===== src/rtl/rb_score_pkg.sv =====
// Shared types, defaults and the double-dabble nibble adjust for the
// score keeper.
package rb_score_pkg;

    typedef logic [9:0]  score_t;
    typedef logic [11:0] bcd3_t;
    typedef logic [2:0]  mult_t;

    typedef enum logic [1:0] {
        IDLE = 2'd0,
        CONV = 2'd1,
        LOAD = 2'd2
    } conv_state_t;

    localparam int DEF_HIT_POINTS  = 1;
    localparam int DEF_STREAK_STEP = 10;
    localparam int DEF_MAX_MULT    = 4;
    localparam int DEF_MAX_SCORE   = 999;

    // One double-dabble pass per bit of the 10-bit score.
    localparam int CONV_ITERS = 10;

    // Add 3 to every BCD nibble that is 5 or more, so that the following
    // left shift carries correctly into the next decimal digit.
    function automatic bcd3_t dd_adjust(input bcd3_t b);
        bcd3_t r;
        r = b;
        for (int i = 0; i < 3; i++) begin
            if (r[i*4 +: 4] >= 4'd5) begin
                r[i*4 +: 4] = r[i*4 +: 4] + 4'd3;
            end
        end
        return r;
    endfunction

endpackage


===== src/rtl/bcd_dd10.sv =====
// Iteration-stepped double-dabble converter: load a 10-bit value, then
// apply one adjust-and-shift per step; after ten steps the upper twelve
// bits of the shift register hold {hundreds, tens, ones}.
module bcd_dd10
    import rb_score_pkg::*;
(
    input  logic   Clk,
    input  logic   Reset_n,
    input  logic   load,
    input  logic   step,
    input  score_t bin,
    output bcd3_t  bcd
);

    // {bcd digits, remaining binary bits}
    logic [21:0] sr;
    logic [21:0] adjusted;

    // Adjust the digit field ahead of the shift.
    always_comb begin
        adjusted = {dd_adjust(sr[21:10]), sr[9:0]};
    end

    // Load takes priority over step; the register simply holds otherwise.
    always_ff @(posedge Clk or negedge Reset_n) begin
        if (!Reset_n) begin
            sr <= '0;
        end else if (load) begin
            sr <= {12'h000, bin};
        end else if (step) begin
            sr <= {adjusted[20:0], 1'b0};
        end
    end

    assign bcd = sr[21:10];

endmodule


===== src/rtl/score_keeper.sv =====
// Two-player score accumulator with streak-driven multiplier, plus a
// once-per-frame BCD conversion that feeds the on-screen score renderer.
module score_keeper
    import rb_score_pkg::*;
#(
    parameter int HIT_POINTS  = DEF_HIT_POINTS,
    parameter int STREAK_STEP = DEF_STREAK_STEP,
    parameter int MAX_MULT    = DEF_MAX_MULT,
    parameter int MAX_SCORE   = DEF_MAX_SCORE
) (
    input  logic        Clk,
    input  logic        Reset_n,
    input  logic        frame_clk,
    input  logic        clear,
    input  logic        p1_hit,
    input  logic        p2_hit,
    input  logic        p1_miss,
    input  logic        p2_miss,
    output logic [11:0] p1_digits,
    output logic [11:0] p2_digits,
    output logic [2:0]  p1_mult,
    output logic [2:0]  p2_mult,
    output logic        busy
);

    logic [2:0]  frame_sync;
    logic        frame_rise;
    logic [1:0]  hit;
    logic [1:0]  miss;
    score_t      score      [2];
    logic [7:0]  streak     [2];
    mult_t       mult       [2];
    logic [10:0] sum        [2];
    score_t      next_score [2];

    conv_state_t state;
    logic [3:0]  iter;
    logic        snap;
    logic        shift;
    bcd3_t       p1_bcd;
    bcd3_t       p2_bcd;

    assign hit  = {p2_hit, p1_hit};
    assign miss = {p2_miss, p1_miss};

    // Two flops resynchronise frame_clk, the third remembers the last level.
    always_ff @(posedge Clk or negedge Reset_n) begin
        if (!Reset_n) begin
            frame_sync <= 3'b000;
        end else begin
            frame_sync <= {frame_sync[1:0], frame_clk};
        end
    end

    assign frame_rise = frame_sync[1] & ~frame_sync[2];

    // Score after a hit, summed 11 bits wide so the clamp sees any overflow.
    always_comb begin
        for (int i = 0; i < 2; i++) begin
            sum[i]        = {1'b0, score[i]} + 11'(HIT_POINTS) * {8'h00, mult[i]};
            next_score[i] = (sum[i] > 11'(MAX_SCORE)) ? score_t'(MAX_SCORE) : sum[i][9:0];
        end
    end

    // Per-player state: clear beats miss, miss beats hit.
    always_ff @(posedge Clk or negedge Reset_n) begin
        if (!Reset_n) begin
            for (int i = 0; i < 2; i++) begin
                score[i]  <= '0;
                streak[i] <= '0;
                mult[i]   <= mult_t'(1);
            end
        end else if (clear) begin
            for (int i = 0; i < 2; i++) begin
                score[i]  <= '0;
                streak[i] <= '0;
                mult[i]   <= mult_t'(1);
            end
        end else begin
            for (int i = 0; i < 2; i++) begin
                if (miss[i]) begin
                    streak[i] <= '0;
                    mult[i]   <= mult_t'(1);
                end else if (hit[i]) begin
                    score[i] <= next_score[i];
                    if (streak[i] == 8'(STREAK_STEP - 1)) begin
                        streak[i] <= '0;
                        if (mult[i] != mult_t'(MAX_MULT)) begin
                            mult[i] <= mult[i] + mult_t'(1);
                        end
                    end else begin
                        streak[i] <= streak[i] + 8'd1;
                    end
                end
            end
        end
    end

    assign p1_mult = mult[0];
    assign p2_mult = mult[1];

    // Converter controls: snapshot on an accepted rise, shift while converting.
    assign snap  = (state == IDLE) && frame_rise && !clear;
    assign shift = (state == CONV) && !clear;

    bcd_dd10 u_p1_conv (
        .Clk     (Clk),
        .Reset_n (Reset_n),
        .load    (snap),
        .step    (shift),
        .bin     (score[0]),
        .bcd     (p1_bcd)
    );

    bcd_dd10 u_p2_conv (
        .Clk     (Clk),
        .Reset_n (Reset_n),
        .load    (snap),
        .step    (shift),
        .bin     (score[1]),
        .bcd     (p2_bcd)
    );

    // Conversion sequencer; digits only move at LOAD or on clear.
    always_ff @(posedge Clk or negedge Reset_n) begin
        if (!Reset_n) begin
            state     <= IDLE;
            iter      <= 4'd0;
            busy      <= 1'b0;
            p1_digits <= 12'h000;
            p2_digits <= 12'h000;
        end else if (clear) begin
            state     <= IDLE;
            iter      <= 4'd0;
            busy      <= 1'b0;
            p1_digits <= 12'h000;
            p2_digits <= 12'h000;
        end else begin
            case (state)
                IDLE: begin
                    if (frame_rise) begin
                        state <= CONV;
                        iter  <= 4'd0;
                        busy  <= 1'b1;
                    end
                end
                CONV: begin
                    iter <= iter + 4'd1;
                    if (iter == 4'(CONV_ITERS - 1)) begin
                        state <= LOAD;
                    end
                end
                LOAD: begin
                    p1_digits <= p1_bcd;
                    p2_digits <= p2_bcd;
                    state     <= IDLE;
                    busy      <= 1'b0;
                end
                default: begin
                    state <= IDLE;
                    busy  <= 1'b0;
                end
            endcase
        end
    end

endmodule


===== config.mk =====
export PLATFORM = sky130hd
export DESIGN_NAME = score_keeper
export DESIGN_NICKNAME = d
export VERILOG_FILES = /design/src/rtl/rb_score_pkg.sv /design/src/rtl/bcd_dd10.sv /design/src/rtl/score_keeper.sv
export SDC_FILE = /design/constraint.sdc
export NUM_CORES = 1
export LEC_CHECK = 0
export BUFFER_PORTS_ARGS = -buffer_cell sky130_fd_sc_hd__buf_2
export CAP_MARGIN = 20
export CORE_ASPECT_RATIO = 1.75
export CORE_MARGIN = 8
export CORE_UTILIZATION = 43
export CTS_CLUSTER_SIZE = 10
export DETAILED_ROUTE_END_ITERATION = 8
export PLACE_DENSITY_LB_ADDON = 0.05
export RECOVER_POWER = 25
export SLEW_MARGIN = 20
export SYNTH_ARGS = -nofsm -noshare
export SYNTH_HDL_FRONTEND = slang
export SYNTH_HIERARCHICAL = 1
export SYNTH_SLANG_ARGS = --single-unit

===== constraint.sdc =====
create_clock -name Clk -period 2.5 [get_ports Clk]
set_input_delay 0.375 -clock Clk [delete_from_list [all_inputs] [get_ports Clk]]
set_output_delay 0.375 -clock Clk [all_outputs]
set_load 0.02 [all_outputs]

==> parameters.txt <==
Parameter                              Value

Layout
  Number of antenna repair diodes ... 0
  Layout cell share with drive strength beyond 1 ... 17.6%
  Post-layout instance count excluding filler cells ... 875
  Area growth from synthesis to layout ... 18.6%
  Final nets ... 722

Synthesis
  Number of instances in the synthesized netlist ... 630
  Dominant combinational cell family by area after synthesis ... compound AO/OA/AOI/OAI gates
  Yosys warnings ... 6
  Most area-consuming cells after synthesis ... sky130_fd_sc_hd__dfrtp_1, sky130_fd_sc_hd__ha_1, sky130_fd_sc_hd__o21ai_0
  Number of distinct library cell variants in the gate-level netlist after synthesis ... 70
  Seq cells post-synth ... 120
  Area leader, netlist ... sky130_fd_sc_hd__dfrtp_1
  Top FF cell, synth ... sky130_fd_sc_hd__dfrtp_1
  Part of the Yosys area used for sequential elements ... 47.8%
  Multiplexer area fraction after synthesis ... 4.04%
  Fraction of registers with async set or reset after synthesis ... 100%
  Area fraction in compound gates after synthesis ... 19.0%
  Xor/xnor cell area share of the yosys netlist ... 2.37%
  Post-synthesis share of cell area spent on full adders, half adders and majority gates ... 6.20%
  Post-synthesis net count ... 668
  Basic-gate share of the synthesized area counting and, or, nand and nor cells ... 16.4%
  Syn avg cell area ... 9.99 um^2
  Number of synthesized flops with an enable pin ... 0
  Netlist area before placement ... 6290 um^2
  Fraction of post-synthesis cell area in the top cell type by area ... 46.9%

STA
  Worst-margin pin slew ... 0.971 ns
  Period Utilization, post-route ... 98.1%
  Post-route worst setup slack ... 0.0471 ns
  Total count of max-transition violations in the final report ... 0
  Setup skew after layout ... 0.0121 ns
  Final setup violation count ... 0
  Fmax ... 408 MHz
  Relative slew slack ... 35.3%
  Hold violation count in the final report ... 0
  Unrepaired setup endpoints after global routing ... true
  Post-layout min period ... 2.45 ns

Drt
  Overall via count from detail_route ... 4914
  Drt via density ... 5.62
  Average wire per cell in the routed design ... 15.4 um
  Initial DRC count ... 185
  First-pass iteration count of the detailed router ... 4
  DRC violations left ... 0
  Total length of routed wires ... 13500 um
  Antenna viol nets, final ... 0

Place
  Final GP Congestion ... 0.817
  Detailed placer's ending HPWL ... 9360 um
  Post-placement worst setup slack ... -0.0552 ns
  Cells after DPL ... 839
  Count of input and output buffers ... 38

Global routing
  Overall Global Routing Usage ... 14.9%
  First-pass GRT wire length ... 23200 um
  Via count of the first global-routing pass ... 5032
  Maximum number of pins on one net before global-route repair ... 62
  Total overflow reported by the global router ... 0
  Antenna violations before repair ... 0

Min path
  Tightest Hold Check Type ... in -> reg
  Cell depth of the worst min-delay path ... 1

Clocking
  H-tree level count ... 4
  Clock edge transition at the registers on the reported setup and hold paths ... 0.06 ns
  Cell at the root of the clock tree ... sky130_fd_sc_hd__clkbuf_16
  Clock tree from TritonCTS ... yes
  Clk_lat worst skew ... 0.40 ns
  Bufs on Longest Clock Path ... 2
  Num CTS Buffers ... 17
  Number of clock sinks ... 120

Flow run
  Max cap viols ... 0

Critical path
  Crit start category ... flip-flop
  Maximum fanout along the worst path ... 7
  Endpoint arrival time on the critical path ... 2.73 ns
  Endpoint class of the critical path ... flip-flop
  Worst Path Required ... 2.78 ns
  Critical path class ... reg -> reg
  Path depth of the worst reg2reg path ... 8

Pwr
  Total power ... 5.13 mW
  Worst-case vdd ir drop ... 0.441 mV
  Leakage ... 3.35 nW
  Pwr dens ... 687 nW/um^2

Die
  Number of placed I/O pins ... 39
  Total number of placement rows ... 58
  Vertical extent of the die ... 176 um
  Die outline area ... 18900 um^2
  Starting density of the core ... 43.8%
  Chip width ... 107 um
  Placeable core region ... 14400 um^2

Run status
  Run status ... completed
-- metal layers --
layer | part of all wire, % | global-route usage, %
met1 | 43 | 16.6
met5 | 0 | 0
met2 | 52 | 26.0
met4 | 2.0 | 6.81
met3 | 3.5 | 3.69
-- cells in the mapped netlist (all sizes together) (8+ instances only) --
cell type	instances
clkbuf	17
inv	33
nand3	25
dfrtp	118
nor3	14
a31oi	8
nor2	41
nand2	54
o21ai	57
buf	11
xor2	13
ha	28
nand2b	14
a22o	26
a21oi	32
mux2i	22
-- path summary, 6_finish.rpt --
path | endpoint | slack (ns) | from
hold / removal | frame_sync[0]$_DFF_PN0_ | 0.09 | frame_clk
setup reg to reg | score[4]$_DFFE_PN0P_ | 0.05 | p2_mult[0]$_DFFE_PN1P_
min in group asynchronous | p1_digits[5]$_DFFE_PN0P_ | 0.68 | Reset_n
hold reg to reg | frame_sync[1]$_DFF_PN0_ | 0.35 | frame_sync[0]$_DFF_PN0_
setup / recovery | score[4]$_DFFE_PN0P_ | 0.05 | p2_mult[0]$_DFFE_PN1P_
max in group asynchronous | iter[0]$_DFFE_PN0P_ | 0.37 | Reset_n
-- area by class of cell --
type | instances | area, um^2
fillers | 1306 | 6900
multi-input cells | 449 | 3120
flip-flops and latches | 120 | 3010
clock buffers | 21 | 480
repair buffers | 63 | 385
well taps | 180 | 225
inverters | 33 | 124
clock inverters | 9 | 123
-- per-stage QoR --
stage / util (%) / cell area (um^2) / setup TNS [ns] / hold WS [ns]
after floorplan: - / 6290 / 0 / 0.0794
after global placement: 47.0 / 6760 / 0 / 0.335
after detailed placement: 47.0 / 6760 / -0.195 / 0.335
after CTS: 51.6 / 7410 / 0 / 0.0745
after global routing: 52.0 / 7470 / -0.242 / 0.0735
final: 52.0 / 7470 / 0 / 0.0913
-- state kept, by name, indices dropped and copies added, names as in the netlist --
| name | flops |
|---|---|
| u_p1_conv/sr | 22 |
| state | 2 |
| p1_digits | 12 |
| busy | 1 |
| p2_digits | 12 |
| p1_mult | 3 |
| score | 20 |
| u_p2_conv/sr | 22 |
| p2_mult | 3 |
| streak | 16 |
| iter | 4 |
| frame_sync | 3 |
-- cell families (layout without fill, tap and decap cells) --
logic type                 count (synthesis)  after routing
buffers and inverters                     61            126
adders and majority gates                 30             30
AOI/OAI and AO/OA                        175            175
and+or+nand+nor                          202            202
DFF                                      120            120
xor gates and xnor gates                  17             17
muxes                                     25             25
-- cell usage in the layout (no fill, tap or decap), drive strengths merged, types with 26 or more instances in the layout --
master  Yosys  routed
ha         28      28
dfrtp     118     118
o21ai      57      57
a21oi      32      32
nand2      54      54
buf        11      58
nor2       41      41
inv        33      33
a22o       26      26
-- critical path: stages (launching register included) --
cell and delay, ns:
sky130_fd_sc_hd__dfstp_2 0.55, sky130_fd_sc_hd__ha_4 0.15, sky130_fd_sc_hd__fa_2 0.23, sky130_fd_sc_hd__a21oi_4 0.09, sky130_fd_sc_hd__or4b_1 0.51, sky130_fd_sc_hd__a21o_1 0.20, sky130_fd_sc_hd__a21oi_4 0.18, sky130_fd_sc_hd__a31oi_1 0.11
sky130_fd_sc_hd__a211o_1 0.29
-- power by group --
part | total, mW | internal [mW] | leakage (nW) | switching [mW]
Sequential | 2.16 | 2.05 | 1.64 | 0.108
Combinational | 0.495 | 0.201 | 1.41 | 0.294
Clock | 2.47 | 1.65 | 0.300 | 0.822
-- what timing repair did --
item	CTS	global route
endpoints found under the setup margin	5	8
endpoints found under the hold margin	34	0
setup buffers	1	4
hold buffers	1	0
gates resized for setup	6	7
pin swaps	2	5
cloned	0	0
Note: power is estimated with default switching activity, not from simulation.
